## src/rtl/if_stage.sv

```systemverilog
`default_nettype none
// +--------------------------------------------------------------------------+
// | Module   : if_stage                                                      |
// | Function : Instruction fetch (PC + IF/ID register) with STOP drain/halt. |
// | Revision : 1.0  initial release                                          |
// +--------------------------------------------------------------------------+
module if_stage #(
  parameter logic [31:0] RESET_PC     = 32'h0,
  parameter int          IMEM_AW      = 10,
  parameter int          DRAIN_CYCLES = 4
) (
  input  logic               clk,
  input  logic               rst_n,
  input  logic               stall,
  input  logic               redirect_en,
  input  logic [31:0]        redirect_pc,
  input  logic               flush,
  output logic [IMEM_AW-1:0] imem_addr,
  input  logic [31:0]        imem_rdata,
  output logic [31:0]        pc,
  output logic               ifid_valid,
  output logic [31:0]        ifid_instr,
  output logic [31:0]        ifid_pc_plus4,
  output logic [5:0]         ifid_opcode,
  output logic [5:0]         ifid_func,
  output logic               halted
);

  typedef enum logic [1:0] {
    ST_RUN   = 2'd0,
    ST_DRAIN = 2'd1,
    ST_HALT  = 2'd2
  } state_t;

  localparam logic [5:0] c_stop_op      = 6'h3F;
  localparam logic [3:0] c_drain_cycles = 4'(DRAIN_CYCLES);

  state_t      r_state;
  logic [3:0]  r_cnt;
  logic [31:0] r_pc;
  logic        r_valid;
  logic [31:0] r_instr;
  logic [31:0] r_pc_plus4;
  logic        r_halted;

  logic [31:0] w_pc_plus4;
  logic [31:0] w_redirect_pc;
  logic        w_unused;

  assign w_pc_plus4    = r_pc + 32'd4;
  assign w_redirect_pc = {redirect_pc[31:2], 2'b00};
  assign w_unused      = ^redirect_pc[1:0];

  always_ff @(posedge clk or negedge rst_n) begin
    if (!rst_n) begin
      r_state    <= ST_RUN;
      r_cnt      <= 4'd0;
      r_pc       <= RESET_PC;
      r_valid    <= 1'b0;
      r_instr    <= 32'h0;
      r_pc_plus4 <= 32'h0;
      r_halted   <= 1'b0;
    end else begin
      case (r_state)
        ST_RUN: begin
          if (redirect_en)
            r_pc <= w_redirect_pc;
          else if (!stall)
            r_pc <= w_pc_plus4;

          if (flush) begin
            r_valid    <= 1'b0;
            r_instr    <= 32'h0;
            r_pc_plus4 <= 32'h0;
          end else if (!stall) begin
            r_valid    <= 1'b1;
            r_instr    <= imem_rdata;
            r_pc_plus4 <= w_pc_plus4;
            // STOP enters IF/ID: fetch freezes one word past it
            if (imem_rdata[31:26] == c_stop_op) begin
              r_state <= ST_DRAIN;
              r_cnt   <= 4'd0;
            end
          end
        end

        ST_DRAIN: begin
          if (redirect_en)
            r_pc <= w_redirect_pc;

          if (flush) begin
            // STOP turned out to be wrong-path: resume fetching
            r_valid    <= 1'b0;
            r_instr    <= 32'h0;
            r_pc_plus4 <= 32'h0;
            r_state    <= ST_RUN;
            r_cnt      <= 4'd0;
          end else begin
            if (!stall) begin
              r_valid <= 1'b0;
              r_instr <= 32'h0;
            end
            // DRAIN_CYCLES bubble edges pass before the halting edge
            if (r_cnt == c_drain_cycles) begin
              r_state  <= ST_HALT;
              r_halted <= 1'b1;
            end else begin
              r_cnt <= r_cnt + 4'd1;
            end
          end
        end

        ST_HALT: begin
          r_valid <= 1'b0;
          r_instr <= 32'h0;
        end

        default: begin
          r_state <= ST_RUN;
          r_cnt   <= 4'd0;
        end
      endcase
    end
  end

  assign imem_addr     = r_pc[IMEM_AW+1:2];
  assign pc            = r_pc;
  assign ifid_valid    = r_valid;
  assign ifid_instr    = r_instr;
  assign ifid_pc_plus4 = r_pc_plus4;
  assign ifid_opcode   = r_instr[31:26];
  assign ifid_func     = r_instr[5:0];
  assign halted        = r_halted;

endmodule
`default_nettype wire
```

## config.mk

```make
export PLATFORM = sky130hd
export DESIGN_NAME = if_stage
export DESIGN_NICKNAME = d
export VERILOG_FILES = /design/src/rtl/if_stage.sv
export SDC_FILE = /design/constraint.sdc
export NUM_CORES = 1
export LEC_CHECK = 0
export BUFFER_PORTS_ARGS = -buffer_cell sky130_fd_sc_hd__buf_2
export CAP_MARGIN = 20
export CORE_MARGIN = 5
export CORE_UTILIZATION = 30
export CTS_CLUSTER_DIAMETER = 120
export DETAILED_ROUTE_END_ITERATION = 16
export GPL_ROUTABILITY_DRIVEN = 0
export REMOVE_ABC_BUFFERS = 1
export SKIP_LAST_GASP = 1
export SLEW_MARGIN = 20
export SYNTH_ARGS = -nofsm -noshare
export SYNTH_HDL_FRONTEND = slang
export SYNTH_SLANG_ARGS = --single-unit
```

## constraint.sdc

```tcl
create_clock -name clk -period 1.9 [get_ports clk]
set_input_delay 0.285 -clock clk [delete_from_list [all_inputs] [get_ports clk]]
set_output_delay 0.285 -clock clk [all_outputs]
set_load 0.02 [all_outputs]
```

# Word level (Yosys, flattened, before mapping)
# Cells that the tools add are included.
[classes]
add_sub_neg = 2
n_mul = 0
div_mod_pow = 0
order_cmp = 0
eq_ne = 14
shifts = 0
mux = 29
n_bitwise = 2
reduce_logical = 9
[op_table]
columns = ["op", "count"]
rows = [
  ["32-bit two-way mux", 9],
  ["32-bit case mux with 2 select lines", 2],
  ["32-bit case mux with 3 select lines", 1],
  ["32-bit by 3-bit adder with 32-bit output (second input constant)", 1],
  ["4-bit two-way mux", 5],
  ["3-bit inequality test (second input constant)", 5],
  ["4-bit case mux with 3 select lines", 1],
  ["3-bit AND reduction", 4],
  ["2-bit two-way mux", 5],
  ["2-bit inequality test (second input constant)", 5],
  ["5-bit AND reduction", 2],
  ["6-bit equality test (second input constant)", 1],
  ["2-bit case mux with 3 select lines", 1],
  ["4-bit by 1-bit adder with 4-bit output (second input constant)", 1],
  ["4-bit by 3-bit equality test with 1-bit output (second input constant)", 1],
  ["1-bit two-way mux", 4],
  ["1-bit case mux with 3 select lines", 1],
  ["3-bit nonzero test", 1],
  ["2-bit by 1-bit equality test with 1-bit output (second input constant)", 1],
  ["2-bit equality test (second input constant)", 1],
  ["2-bit zero test", 1],
  ["1-bit NOT", 2],
  ["2-bit nonzero test", 1],
]
[word_totals]
reg_bits = 104
latchBits = 0
ramBits = 0
mem_bits_ro = 0
in_bits = 69
out_inout_bits = 120
word_cells = 63
memories = 0

# Logic depth before layout (Yosys ltp)
# Gate-level depths: netlist (run 1).
[logic_depth]
depth_word = 5
mapped_depth = 8
ltp_nobuf = 6

# Worst setup path before layout (run 1)
# Ideal clock, no wire load.
[synth_path]
kind = "flip-flop to flip-flop"
startpoint = "register r_pc[2] (netlist: pc[2])"
endpoint = "register r_pc_plus4[18] (netlist: ifid_pc_plus4[18])"
setup_time_ps = 69
arrival_time_ps = 2157
t_required_ps = 1831
slack_ps = -326
stages_incl_launch_ff = 7
n_path_buf = 1
synth_period_minus_slack_ps = 2226
cell_sequence = "dfrtp_1 ha_1 nand3_1 or4_1 buf_2 or4_1 nand3_1"
[synth_between]
elab_chain_cells = 4
[synth_rtl]
columns = ["element", "line", "rtl"]
rows = [
  ["start: declaration", "40", "logic [31:0] r_pc;"],
  ["start signal: assignment", "67", "r_pc <= w_redirect_pc;"],
  ["start signal: assignment", "69", "r_pc <= w_pc_plus4;"],
  ["start signal: assignment", "89", "r_pc <= w_redirect_pc;"],
  ["32-bit by 3-bit adder with 32-bit output", "50", "assign w_pc_plus4 = r_pc + 32'd4;"],
  ["32-bit two-way mux", "75", "end else if (!stall) begin"],
  ["32-bit two-way mux", "71", "if (flush) begin"],
  ["32-bit case mux with 2 select lines", "64", "case (r_state)"],
  ["end signal: assignment", "78", "r_pc_plus4 <= w_pc_plus4;"],
  ["end: declaration", "43", "logic [31:0] r_pc_plus4;"],
]
# No other way between the ends. The select of a mux whose other input is x is not followed.
# A chain may end at the register's enable or synchronous reset.

# Worst setup path after layout (run 1)
[layout_path]
startpoint = "register r_state[0]"
endpoint = "register r_pc[16] (netlist: pc[16])"
[layout_between]
elab_chain_cells = 3
word_cells_on_any_way = 7
cone_classes = "eq/ne: 3; mux: 1; reduce/logical: 3"
[layout_rtl]
columns = ["element", "line", "rtl"]
rows = [
  ["start: declaration", "38", "state_t r_state;"],
  ["start signal: assignment", "56", "r_state <= ST_RUN;"],
  ["start signal: assignment", "81", "r_state <= ST_DRAIN;"],
  ["start signal: assignment", "96", "r_state <= ST_RUN;"],
  ["2-bit by 1-bit equality test with 1-bit output or 2-bit zero test (tied branches)", "64", ""],
  ["2-bit inequality test (no line), or another cell as far along", "-", ""],
  ["3-bit AND reduction (no line)", "-", ""],
]
# Parallel ways exist; a longest one is shown, timed or not.

==> results of run 1 <==
## power breakdown
group | switching, mW | internal (mW) | leakage [nW] | total [mW]
sequential | 0.605 | 2.81 | 1.31 | 3.42
combinational | 3.61 | 2.28 | 2.03 | 5.89
clock | 0.866 | 1.10 | 0.149 | 1.97
## registers in the layout, indices dropped and copies added (netlist names)
name and count:
ifid_instr 32, ifid_pc_plus4 31, pc 30, r_cnt 4
r_state 2, halted 1, ifid_valid 1
## cell families after synthesis
logic type / count (synthesis)
and+or+nand+nor: 201
AOI/OAI and AO/OA: 160
DFF: 101
buffers and inverters: 81
xor gates and xnor gates: 13
adders and majority gates: 6
muxes: 3
other: 1
## cell usage in the layout, fill, tap and decap left out, types with 8 or more instances in the layout
cell | synthesis | layout
buf_2 | 4 | 184
dfrtp_1 | 101 | 101
buf_4 | 27 | 57
nand2_1 | 55 | 55
a22o_1 | 34 | 34
nor2_1 | 31 | 29
nand3_1 | 23 | 23
nand4_1 | 20 | 20
o21ai_0 | 21 | 20
a32oi_1 | 16 | 16
o211ai_1 | 15 | 15
a21oi_1 | 15 | 15
nor4_1 | 12 | 11
a2bb2oi_1 | 10 | 10
inv_1 | 9 | 9
a221o_1 | 9 | 9
clkbuf_16 | 0 | 9
and3_1 | 8 | 8
xor2_1 | 8 | 8
buf_12 | 0 | 8
## how the worst max path moves through the flow
stage,startpoint,end,slack [ns],cells after the start
floorplan,r_state[1]$_DFFE_PN0P_,ifid_instr[0]$_DFFE_PN0P_,-1.17,3
global placement,pc[2]$_DFFE_PN0P_,pc[18]$_DFFE_PN0P_,0.009,6
detailed placement,pc[2]$_DFFE_PN0P_,pc[18]$_DFFE_PN0P_,0.009,6
CTS,pc[2]$_DFFE_PN0P_,pc[18]$_DFFE_PN0P_,0.008,6
global route,r_state[1]$_DFFE_PN0P_,pc[25]$_DFFE_PN0P_,-0.04,7
finish,r_state[0]$_DFFE_PN0P_,pc[16]$_DFFE_PN0P_,0.09,4
## metrics by stage
step,power [mW],utilization [%]
after global routing,12.1,40.5
after detailed placement,9.29,38.5
after floorplan,6.63,-
after global placement,9.25,38.5
final,11.3,40.5
after CTS,11.3,40.3
## area by class of cell
class / instances / share of cell area [%]
Multi-Input combinational cell: 385 / 35.6
Sequential cell: 101 / 34.7
Timing Repair Buffer: 251 / 21.0
Tap cell: 229 / 3.94
Clock buffer: 12 / 3.52
Clock inverter: 4 / 0.756
Inverter: 9 / 0.464
## metal layers
metal	vias to the layer above	track usage (%)	part of all wire, %
li1	2499	-	-
met3	18	3.68	7.5
met1	2498	23.9	46
met5	-	0	0.039
met4	2	4.47	1.2
met2	213	26.2	46
## timing repair
item,in CTS,in global routing
hold buffers,1,0
setup endpoints to repair,1,31
resized for setup,1,7
gates cloned,0,1
pin swaps,0,1
hold endpoints to repair,19,0
==> summary.md, run 1 <==
| Metric | Value |
|---|---|
| WHS | `0.147 ns` |
| Post-DR vias/cell | `5.28` |
| Min Clock Period, post-route | `1.81 ns` |
| Initial antenna violation count | `1` |
| # diodes | `0` |
| DP Area | `6920 um^2` |
| DP Cell Count | `973` |
| CTS root buf | `clkbuf_16` |
| Crit. End Element | `flop` |
| First-pass GRT wire length | `29200 um` |
| DP Wirelength | `13100 um` |
| Fin Setup TNS | `0 ns` |
| Clk sink count | `101` |
| Max transition margin | `62.8%` |
| Hold Crit Start | `imem_rdata[13]` |
| Clk_lat worst skew | `0.35 ns` |
| Leak | `3.49 nW` |
| Final setup margin | `0.0864 ns` |
| Startpoint types | `flop` |
| Final Slew Violations | `0` |
| Grt total ovfl | `0` |
| GRT Util Overall | `16.9%` |
| Worst Tran Pin Value | `0.553 ns` |
| Hold Crit Class | `input pin to flop` |
| Critical Path Max Stage Delay | `0.54 ns` |
| Synth top area share | `46.2%` |
| CP max FO | `13` |
| Largest net degree at the start of global routing | `51` |
| DR iter-0 viols | `279` |
| RSZ-0062 raised after global routing | `true` |
| Final period util | `95.5%` |
| Worst EP arrival | `2.10 ns` |
| Synth Area in Compound Gates | `22.2%` |
| Clk slew on worst S/H paths | `0.07 ns` |
| Distinct cells, synth | `62` |
| Status | `completed` |
| Delay-heaviest family, CP | `simple AND/OR/NAND/NOR gates` |
| Top_reg_cell synth | `dfrtp_1` |
| Vias in the first global route | `5114` |
| DRC | `0` |
| Synth Area in Simple Gates | `20.0%` |
| Final #Nets | `832` |
| Register area share after synthesis | `46.2%` |
| Xor and xnor area share after synthesis | `2.08%` |
| Final hold viol count | `0` |
| FP Rows | `49` |
| Seq cells post-synth | `101` |
| Hold path endpoint | `ifid_instr[13]$_DFFE_PN0P_` |
| Max Cap Viol | `0` |
| CTS H-tree depth | `3` |
| Slowest-stage cell, CP | `or4_1` |
| Synth top area cells | `dfrtp_1, a22o_1, nand2_1, buf_4, clkbuf_1` |
| Final wirelength | `18000 um` |
| P per Cell Area | `1550 nW/um^2` |
| Die Wd | `145 um` |
| WP buf/inv | `0` |
| CTS max path bufs | `2` |
| Routed Antenna Nets | `0` |
| Sequential cell area | `2530 um^2` |
| IO Count | `189` |
| Syn Std Cell Area | `5470 um^2` |
| Pre-antenna DRT Iters | `5` |
| Final Skew | `0.0120 ns` |
| Endpoints failing setup | `0` |
| Core Box Area | `18000 um^2` |
| Initial Utilization | `30.5%` |
| Yosys warns | `0` |
| Fmax | `551 MHz` |
| Inserted Clock Buffers | `9` |
| Post-synth EDFFs | `0` |
| CP cell instances | `ha_2 -> or2_2 -> or4_1 -> nand3_1` |
| Layout Cells excl Fill | `991` |
| Die Y | `145 um` |
| Max VDD drop | `0.696 mV` |
| Critical Path RT | `2.18 ns` |
| Die area | `21000 um^2` |
| Reg-to-reg endpoint | `pc[16]$_DFFE_PN0P_` |
| Mux cell area share after synthesis | `0.572%` |
| Setup slack, reg-to-reg | `0.09 ns` |
| Filler cells | `1808` |
| Hold depth | `2` |
| Multi-input gate area | `2590 um^2` |
| Post-Layout Inst Area | `7280 um^2` |
| FF-to-FF path depth | `4` |
| Syn Inst Count | `566` |
| Most instantiated library cell after synthesis | `dfrtp_1` |
| I/O Buffers | `184` |
| Avg Cell Area, Syn | `9.66 um^2` |
| Share of cells above drive strength 1 | `37.8%` |
| Ys async rst share | `100%` |
| Dominant cell type by area after synthesis | `dfrtp_1` |
| Area share of fa/ha/maj cells after synthesis | `1.37%` |
| Place WS | `0.00855 ns` |
| Critical path type | `flop to flop` |
| Synthesis-to-finish area growth | `33.1%` |
| Reg-to-reg critical path startpoint | `r_state[0]$_DFFE_PN0P_` |
| CTS tree | `built` |
| Main combinational cell family by area after synthesis | `compound AO/OA/AOI/OAI gates` |
| Post-CTS Setup Inserts | `0` |
| Commonest cells post-synth | `dfrtp_1, nand2_1, clkbuf_1` |
| Via count | `5230` |
| WL per Instance | `18.2 um` |
(Power assumes the default switching activity.)
==> run 2, diff against run 1 <==
--- a/config.mk
+++ b/config.mk
@@ -5,6 +5,7 @@
 export SDC_FILE = /design/constraint.sdc
 export NUM_CORES = 1
 export LEC_CHECK = 0
+export ABC_AREA = 1
 export BUFFER_PORTS_ARGS = -buffer_cell sky130_fd_sc_hd__buf_2
 export CAP_MARGIN = 20
 export CORE_MARGIN = 5
==> run 2 against run 1 <==
  * Synthesized cell count grew 33%
  * Register-to-register slack gained 0.11 ns
  * Largest cell class is now flip-flops and latches
  * Via count shrank 1.6%
  * Area after synthesis grew 2.5%
  * Global-route usage shrank 1.1 points
  * Largest power group unchanged
  * Wire length shrank 7.0%
  * Sequential share of layout area grew 1.2 points
  * Critical endpoint is now ifid_pc_plus4[9]$_DFFE_PN0P_
  * Non-clock buffer count shrank 53
==> summary.md, run 2 <==
| Metric | Value |
|---|---|
| Min Clock Period, post-route | `1.71 ns` |
| DRC | `0` |
| Final Skew | `0.0130 ns` |
| Largest net degree at the start of global routing | `51` |
| Most common cell after layout, fill and taps aside | `nand2_1` |
| Sw Ratio | `46.7%` |
| Inserted Clock Buffers | `9` |
| Die Y | `147 um` |
| Final #Nets | `987` |
| Status | `completed` |
| Routed Antenna Nets | `0` |
| Endpoints failing setup | `0` |
| DP Area | `6690 um^2` |
| P per Cell Area | `1520 nW/um^2` |
| CTS max path bufs | `2` |
| CTS H-tree depth | `3` |
| Commonest cells post-synth | `nand2_1, dfrtp_1, nor2_1` |
| First-pass GRT wire length | `27400 um` |
| Clk slew on worst S/H paths | `0.07 ns` |
| Pwr Total | `10.7 mW` |
| Worst EP arrival | `1.97 ns` |
| Vias in the first global route | `5255` |
| Comb pwr share | `46.6%` |
| FF-to-FF path depth | `8` |
| WL per Instance | `14.6 um` |
| Setup slack, reg-to-reg | `0.19 ns` |
| CTS tree | `built` |
| Seq cells post-synth | `101` |
| Clk sink count | `101` |
| Die area | `21500 um^2` |
| Max Cap Viol | `0` |
| IO Count | `189` |
| Syn Std Cell Area | `5610 um^2` |
| Register area share after synthesis | `45.1%` |
| Startpoint types | `flop` |
| Pre-antenna DRT Iters | `4` |
| Die Wd | `147 um` |
| Via count | `5145` |
| Initial antenna violation count | `0` |
| Initial Utilization | `30.2%` |
| RSZ-0062 raised after global routing | `false` |
| Most frequent cells in the layout | `nand2_1, buf_2, dfrtp_1` |
| Critical Path RT | `2.16 ns` |
| Avg Cell Area, Syn | `7.45 um^2` |
| Post-DR vias/cell | `4.47` |
| Final wirelength | `16800 um` |
| # diodes | `0` |
| CTS root buf | `clkbuf_16` |
| Final period util | `89.9%` |
| GRT Util Overall | `15.8%` |
| Internal power | `5.70 mW` |
| Hold Crit Class | `input pin to flop` |
| Crit. End Element | `flop` |
| Distinct cells, synth | `36` |
| Yosys warns | `0` |
| Fmax | `586 MHz` |
| Synth top area share | `45.1%` |
| Reg-to-reg endpoint | `ifid_pc_plus4[9]$_DFFE_PN0P_` |
| Largest register FFs | `32` |
| Most instantiated library cell after synthesis | `nand2_1` |
| Share of cells above drive strength 1 | `27.4%` |
| Dominant cell type by area after synthesis | `dfrtp_1` |
| Max VDD drop | `0.504 mV` |
| Ys async rst share | `100%` |
| Top_reg_cell synth | `dfrtp_1` |
| Worst setup endpoint | `ifid_pc_plus4[9]$_DFFE_PN0P_` |
| Core Box Area | `18600 um^2` |
| Critical path startpoint | `r_state[1]$_DFFE_PN0P_` |
| DR iter-0 viols | `231` |
| Final hold viol count | `0` |
| Reg-to-reg critical path startpoint | `r_state[1]$_DFFE_PN0P_` |
| CP max FO | `31` |
| Clock Power Share | `19.7%` |
| Grt total ovfl | `0` |
| Post-synth EDFFs | `0` |
| Leak | `3.74 nW` |
| Final Slew Violations | `0` |
| I/O Buffers | `184` |
| Clk_lat worst skew | `0.36 ns` |
| Synth top area cells | `dfrtp_1, nand2_1, nand3_1, o21ai_0, nor2_1` |
| DP Wirelength | `12600 um` |
| Syn Inst Count | `753` |
| Post-Layout Inst Area | `7040 um^2` |
| Flop pwr share | `33.7%` |
| Switching Power | `5.00 mW` |
| Synthesis-to-finish area growth | `25.5%` |
| Critical path type | `flop to flop` |
| FP Rows | `50` |
==> run 2: worst max-delay path, stage by stage (launching register included) <==
cell	delay, ns
dfrtp_1	0.39
inv_1	0.16
ha_2	0.27
buf_4	0.16
nand2_1	0.09
nand3_1	0.11
buf_6	0.26
nand2_1	0.08
o21ai_0	0.09
==> run 2: what timing repair did <==
action,CTS,global route
setup endpoints to repair,0,35
hold buffers,1,0
endpoints found under the hold margin,30,0
resized for setup,0,4
buffers inserted,0,0
==> run 2: worst min-delay path by stage <==
stage / startpoint / to / depth (start not counted)
after floorplan: rst_n / halted$_DFFE_PN0P_ / 0
after global placement: rst_n / ifid_instr[16]$_DFFE_PN0P_ / 1
after detailed placement: rst_n / ifid_instr[11]$_DFFE_PN0P_ / 1
after CTS: imem_rdata[12] / ifid_instr[12]$_DFFE_PN0P_ / 3
after global routing: imem_rdata[12] / ifid_instr[12]$_DFFE_PN0P_ / 3
final: imem_rdata[1] / ifid_instr[1]$_DFFE_PN0P_ / 3
==> run 2: area by class of cell <==
cell class	instances	area (um^2)
Inverter	77	292
Timing Repair Buffer	198	1120
Tap cell	234	293
Multi-Input combinational cell	525	2470
Clock buffer	11	253
Fill cell	1942	11500
Sequential cell	101	2530
Clock inverter	5	81.3
==> run 2: metal layers <==
layer  up-vias  GRT usage (%)  part of all wire (%)
met4         0           5.13                   1.4
li1       2646              -                     -
met1      2309           20.8                    45
met3        15           5.21                   9.1
met5         -              0                     0
met2       175           24.5                    44
==> run 2: metrics by stage <==
stage	setup WS, ns	util, %	hold WS [ns]	setup TNS [ns]	cells
after global placement	0.0933	36.0	0.286	0	1134
after detailed placement	0.0618	36.0	0.285	0	1134
after CTS	0.0416	37.8	0.149	0	1151
final	0.192	37.9	0.158	0	1151
after floorplan	-0.568	-	-0.0106	-15.57	703
after global routing	0.0123	37.9	0.151	0	1151
==> run 2: power by group through the flow <==
stage | Combinational, mW | Clock (mW) | Sequential (mW)
3_3_place_gp | 4.98 | 0 | 3.62
4_1_cts | 5.06 | 2.16 | 3.61
6_report | 4.98 | 2.11 | 3.61
5_1_grt | 5.58 | 2.26 | 3.75
2_1_floorplan | 2.16 | 0 | 4.50
3_5_place_dp | 5.04 | 0 | 3.63
==> run 2: cell families (layout without fill, tap and decap cells) <==
family,after synthesis,after routing,synth area share [%]
AO/OA/AOI/OAI,95,95,9.50
XOR/XNOR,8,8,1.25
adder cells (fa/ha/maj),6,6,1.34
buffers and inverters,128,291,11.2
flip-flops,101,101,45.1
other,1,2,0.0669
AND/OR/NAND/NOR,414,414,31.6
